$ cat config.mk
export PLATFORM = sky130hd
export DESIGN_NAME = clk_div_sched
export DESIGN_NICKNAME = d
export VERILOG_FILES = /design/src/rtl/clk_div_sched.sv
export SDC_FILE = /design/constraint.sdc
export NUM_CORES = 1
export LEC_CHECK = 0
export CORE_MARGIN = 2
export CORE_UTILIZATION = 46
export CTS_BUF_LIST = sky130_fd_sc_hd__clkbuf_8 sky130_fd_sc_hd__clkbuf_16
export DETAILED_ROUTE_END_ITERATION = 10
export GPL_ROUTABILITY_DRIVEN = 0
export PLACE_DENSITY = 0.77
export REMOVE_ABC_BUFFERS = 1
export SETUP_SLACK_MARGIN = 0.1
export SLEW_MARGIN = 40
export SYNTH_ARGS = -nofsm -noshare
export SYNTH_HDL_FRONTEND = slang
export SYNTH_SLANG_ARGS = --single-unit
$ cat constraint.sdc
create_clock -name clk_i -period 3.7 [get_ports clk_i]
set_clock_uncertainty 0.1 [all_clocks]
set_input_delay 0.74 -clock clk_i [delete_from_list [all_inputs] [get_ports clk_i]]
set_output_delay 0.74 -clock clk_i [all_outputs]
set_load 0.005 [all_outputs]
$ cat src/rtl/clk_div_sched.sv
// clk_div_sched: runtime-programmable 50%-duty clock divider (odd and even
// ratios) with a run/drain/stop controller. The ratio and run state change
// only at the end of an output period, so clk_o never shows a runt pulse.
module clk_div_sched #(
    parameter int WIDTH       = 6,
    parameter int DEFAULT_DIV = 3
) (
    input  logic             clk_i,
    input  logic             rst,
    input  logic             en,
    input  logic             cfg_valid,
    input  logic [WIDTH-1:0] cfg_div,
    output logic             cfg_ready,
    output logic             clk_o,
    output logic             running,
    output logic [WIDTH-1:0] cur_div,
    output logic             switch_done,
    output logic             err
);

    localparam logic [WIDTH-1:0] DEF_DIV = WIDTH'(DEFAULT_DIV);
    localparam logic [WIDTH-1:0] ONE     = {{(WIDTH-1){1'b0}}, 1'b1};
    localparam logic [WIDTH-1:0] TWO     = WIDTH'(2);

    typedef enum logic [1:0] {
        ST_STOP  = 2'd0,
        ST_RUN   = 2'd1,
        ST_DRAIN = 2'd2
    } state_t;

    state_t           state_r;
    state_t           state_s;
    logic [WIDTH-1:0] cnt_r;
    logic [WIDTH-1:0] cnt_s;
    logic [WIDTH-1:0] cur_div_r;
    logic [WIDTH-1:0] pend_div_r;
    logic [WIDTH-1:0] div_s;
    logic [WIDTH-1:0] half_s;
    logic             pos_hi_r;
    logic             pos_hi_s;
    logic             neg_hi_r;
    logic             pending_r;
    logic             cfg_ready_r;
    logic             switch_done_r;
    logic             err_r;
    logic             running_r;
    logic             tc_s;
    logic             apply_s;
    logic             accept_s;
    logic             cfg_ok_s;

    // Terminal count, handshake decode, ratio selection and next-state logic.
    always_comb begin
        state_s  = state_r;
        cnt_s    = cnt_r;
        tc_s     = (state_r != ST_STOP) && (cnt_r == (cur_div_r - ONE));
        accept_s = cfg_valid & cfg_ready_r;
        cfg_ok_s = (cfg_div >= TWO);
        // A pending ratio lands immediately when stopped, else at period end.
        apply_s  = pending_r & ((state_r == ST_STOP) | tc_s);
        div_s    = apply_s ? pend_div_r : cur_div_r;
        half_s   = div_s >> 1;

        case (state_r)
            ST_STOP: begin
                cnt_s = '0;
                if (en) begin
                    state_s = ST_RUN;
                end else begin
                    state_s = ST_STOP;
                end
            end
            ST_RUN, ST_DRAIN: begin
                // en is only honoured as a stop at the period end; a low en
                // mid-period just marks the period as draining.
                if (tc_s) begin
                    cnt_s   = '0;
                    state_s = en ? ST_RUN : ST_STOP;
                end else begin
                    cnt_s   = cnt_r + ONE;
                    state_s = en ? ST_RUN : ST_DRAIN;
                end
            end
            default: begin
                state_s = ST_STOP;
                cnt_s   = '0;
            end
        endcase

        pos_hi_s = (state_s != ST_STOP) && (cnt_s < half_s);
    end

    // Posedge state: FSM, counter, high-phase flag, ratio and handshake.
    always_ff @(posedge clk_i) begin
        if (rst) begin
            state_r       <= ST_STOP;
            cnt_r         <= '0;
            pos_hi_r      <= 1'b0;
            cur_div_r     <= DEF_DIV;
            pend_div_r    <= DEF_DIV;
            pending_r     <= 1'b0;
            cfg_ready_r   <= 1'b1;
            switch_done_r <= 1'b0;
            err_r         <= 1'b0;
            running_r     <= 1'b0;
        end else begin
            state_r       <= state_s;
            cnt_r         <= cnt_s;
            pos_hi_r      <= pos_hi_s;
            cur_div_r     <= div_s;
            switch_done_r <= apply_s;
            err_r         <= accept_s & ~cfg_ok_s;
            running_r     <= (state_s != ST_STOP);
            if (apply_s) begin
                pending_r   <= 1'b0;
                cfg_ready_r <= 1'b1;
            end else if (accept_s & cfg_ok_s) begin
                pend_div_r  <= cfg_div;
                pending_r   <= 1'b1;
                cfg_ready_r <= 1'b0;
            end else begin
                pending_r   <= pending_r;
                cfg_ready_r <= cfg_ready_r;
            end
        end
    end

    // Negedge copy of the high flag; stretches odd ratios by half a cycle.
    always_ff @(negedge clk_i) begin
        if (rst) begin
            neg_hi_r <= 1'b0;
        end else begin
            neg_hi_r <= pos_hi_r;
        end
    end

    assign clk_o       = pos_hi_r | (cur_div_r[0] & neg_hi_r);
    assign cfg_ready   = cfg_ready_r;
    assign running     = running_r;
    assign cur_div     = cur_div_r;
    assign switch_done = switch_done_r;
    assign err         = err_r;

endmodule
== Word level (Yosys, flattened, before mapping) ==
Cells that the tools add are included.

* Output and inout port bits: 11
* Bits in registers: 27

* Mux-type cells: 7
* Equal/unequal tests: 3
* $add $sub $neg: 2
* Bitwise operators: 9
* $lt $le $gt $ge: 2
* Reductions and logical operators: 8

{| class="wikitable"
|+ Operators with widths
! kind !! number
|-
| 6-bit two-way mux || 3
|-
| 6-bit by 1-bit adder with 6-bit output, second input constant || 1
|-
| 6-bit equality test || 1
|-
| 6-bit by 2-bit greater-or-equal comparator with 1-bit output, second input constant || 1
|-
| 6-bit by 5-bit < comparator with 1-bit output || 1
|-
| 6-bit by 1-bit subtractor with 6-bit output, second input constant || 1
|-
| 1-bit bitwise AND || 5
|-
| 2-bit two-way mux || 2
|-
| 2-bit case mux with 2 select lines || 1
|-
| 2-bit nonzero test || 2
|-
| 2-bit OR reduction || 2
|-
| 2-bit by 1-bit equality test with 1-bit output, second input constant || 1
|-
| 2-bit equality test, second input constant || 1
|-
| 1-bit logical AND || 2
|-
| 2-bit logical NOT || 1
|-
| 1-bit NOT || 2
|-
| 1-bit bitwise OR || 2
|-
| 2-bit AND reduction || 1
|-
| 1-bit two-way mux || 1
|}

== Depth between registers and ports, before layout ==
* Depth in word-level cells: 8
* Gate-level depth with buffers: 14
* Mapped depth without buffers: 14

==> metrics.txt <==
Post-DP HPWL=2.243 mm; Lkg Pwr=0.6864 nW; post-route setup TNS=0 ps; # diodes=0; Sink Count=27; vias in the first global route=1044; All-Layer GR Usage=0.1763; Sequential Power Share=0.518; ys flop type=dfxtp_1; final setup vio count=0; Critical Path RT=2860 ps; Worst R2R Start=cur_div[1]$_SDFF_PP1_; die area=~3400 sq um; peak supply drop=0.2752 mV; Worst Setup End Kind=output pin; met3 routed WL=105 um; largest family of logic cells by synthesized area=simple AND/OR/NAND/NOR gates; chip width=roughly 58 um; top cells by area, synth=dfxtp_1 (40%), ha_1 (7.5%), nor2_1 (5.3%); EDFF count, synth=0; WP data arrival=around 2700 ps; layout cells sized above 1=0.08046; register bit total from synthesis=27; DIE HEIGHT=57.98 um; Distinct cells, synth=34; antenna-violating nets left=0; Initial Util=0.4859; drt drc=0; Core Area=2758 sq um; initial antenna violation count=0; power per cell area=around 380 nW/um^2; largest net degree at the start of global routing=16; FILL cells=244; DR iter-0 viols=19; H-tree depth=1; total power=around 630 uW; Max Cap Viol=0; sw frac=0.2734; YS warnings=0; TritonCTS clock tree=built; grt ovf=0; register area share after synthesis=0.4034; via count=1129; Yosys top cell area share=0.4034; Post-synth ARST share=0; worst hold path type=register to register; area leader, netlist=dfxtp_1; min-delay src=pend_div_r[0]$_SDFFE_PP1P_; Post-Synth XOR/XNOR Area=0.07190; NetSw=171.1 uW; Vias per Instance=5.507; DR pass1 iterations=4; CTS buffer count=3; M1 wire length=roughly 1.2 mm; critical path class=register to output pin; area growth from synthesis to layout=21.38%; crit path from=neg_hi_r$_SDFF_NP0_; first-pass GRT wire length=~4.6 mm; met2 wire length=1.442 mm; Compound-Gate Fraction of Synth Area=0.1587; Adder-Cell Fraction of Synth Area=0.07470; Syn Area/Cell=8.934 sq um; worst-margin pin slew=445.8 ps; Port-buffer cells=20; Synth Cell Area=approximately 1300 sq um; Routed WL=2.805 mm; Simple-Gate Fraction of Synth Area=0.2194; RSZ-0062 raised after global routing=no; Clock power frac=0.261; # rows=19; Clock transition at path regs=90 ps; status=completed; Int Power=454.9 uW; Slew HR=0.7028; Final nets=193; Final Slew Violations=0; cts-stage hold buffer count=0; Final Hold Violating Endpoints=0; Post-Syn Instances=150; Worst-Skew Late Latency=270 ps; Top Metal Used=met4; Startpoint Class=register; wire per inst=13.68 um; Logic pwr share=0.222; I/O pin count=21; clock tree root buffer cell=clkbuf_8; Max Root-Sink Buffers=2; Max FO, Critical Path=1; multiplexer area fraction after synthesis=0.03735
==> power by group through the flow <==
stage                     sequential [mW]  clock (mW)  combinational [mW]
after floorplan                     0.330     0.00338              0.0836
after CTS                           0.324       0.165               0.140
after global placement              0.330     0.00338               0.137
after global routing                0.327       0.173               0.153
final                               0.324       0.163               0.139
after detailed placement            0.331     0.00338               0.141
==> kinds of logic (layout without fill, tap and decap cells) <==
group | after synthesis | count (layout)
xor+xnor | 11 | 11
compound gates | 31 | 31
flops | 27 | 27
mux | 5 | 5
buf+inv | 10 | 34
simple gates | 58 | 58
fa+ha+maj | 8 | 8
==> metrics by stage <==
step	util	instances	hold slack (ps)	setup slack (ps)	instance area, sq um
final	0.5898	205	387.1	130.2	1627
after global routing	0.5898	205	415.5	106.9	1627
after CTS	0.5880	205	391.1	114.5	1622
after detailed placement	0.5735	201	373.3	126.7	1582
after global placement	0.5735	201	367.2	137.1	1582
after floorplan	-	147	346.8	500.3	1320
==> flip-flops by register name (all words and copies together) (netlist names) <==
name         count
pending_r        1
pend_div_r       6
err              1
cnt_r            6
running          1
switch_done      1
cur_div          6
pos_hi_r         1
cfg_ready        1
state_r          2
neg_hi_r         1
==> final cells by class <==
cell class                      instances  area [sq um]  share of cell area
Timing Repair Buffer                   23         217.7              0.1338
Sequential cell                        27         545.5              0.3354
Tap cell                               31         38.79             0.02385
Clock inverter                          2         7.507            0.004615
Clock buffer                            3         41.29             0.02538
Inverter                                6         22.52             0.01385
Multi-Input combinational cell        113         753.2              0.4631
==> synth_stat cells, types with 2 or more instances <==
master / count
mux2i_1: 5
nor2b_1: 4
dfxtp_1: 27
nand2b_1: 2
nor3_1: 5
nand2_1: 11
ha_1: 8
xnor2_1: 7
o31a_1: 2
nand3_1: 10
nor2_1: 19
o21ai_0: 7
a21oi_1: 9
o21a_1: 2
o211ai_1: 4
inv_1: 7
xor2_1: 4
==> routing by layer <==
metal	global-route usage	vias to the layer above
met5	0	-
met4	0.03987	0
met3	0.02009	3
met2	0.3247	21
met1	0.2197	534
li1	-	571
==> cell usage in the layout, fill, tap and decap left out, types with 4 or more instances in the layout <==
master / netlist / final
nor3_1: 5 / 5
nand3_1: 10 / 10
ha_1: 8 / 8
nand2_1: 11 / 11
inv_1: 7 / 8
nor2b_1: 4 / 4
a21oi_1: 9 / 9
dfxtp_1: 27 / 25
xnor2_1: 7 / 7
mux2i_1: 5 / 5
o21ai_0: 7 / 7
clkdlybuf4s50_1: 0 / 19
xor2_1: 4 / 4
nor2_1: 19 / 19
o211ai_1: 4 / 4
==> worst paths after layout <==
| path | endpoint | slack (ps) | cells after the start |
|---|---|---|---|
| worst min register to register | cur_div[0]$_SDFFE_PP1P_ | 390 | 2 |
| worst max-delay path | clk_o | 130 | 2 |
| worst min-delay path | cur_div[0]$_SDFFE_PP1P_ | 390 | 2 |
| worst max register to register | pos_hi_r$_SDFF_PP0_ | 290 | 14 |
==> critical path: stages (launching register included) <==
cell     delay [ps]
dfxtp_2         300
a21o_1          140
buf_2           120
==> timing repair <==
| item | in CTS | in global routing |
|---|---|---|
| pin swaps | 0 | 1 |
| resized for setup | 4 | 3 |
| endpoints found under the setup margin | 1 | 2 |
| setup buffers | 0 | 0 |
| cloned | 0 | 0 |
Note: power is estimated with default switching activity, not from simulation.
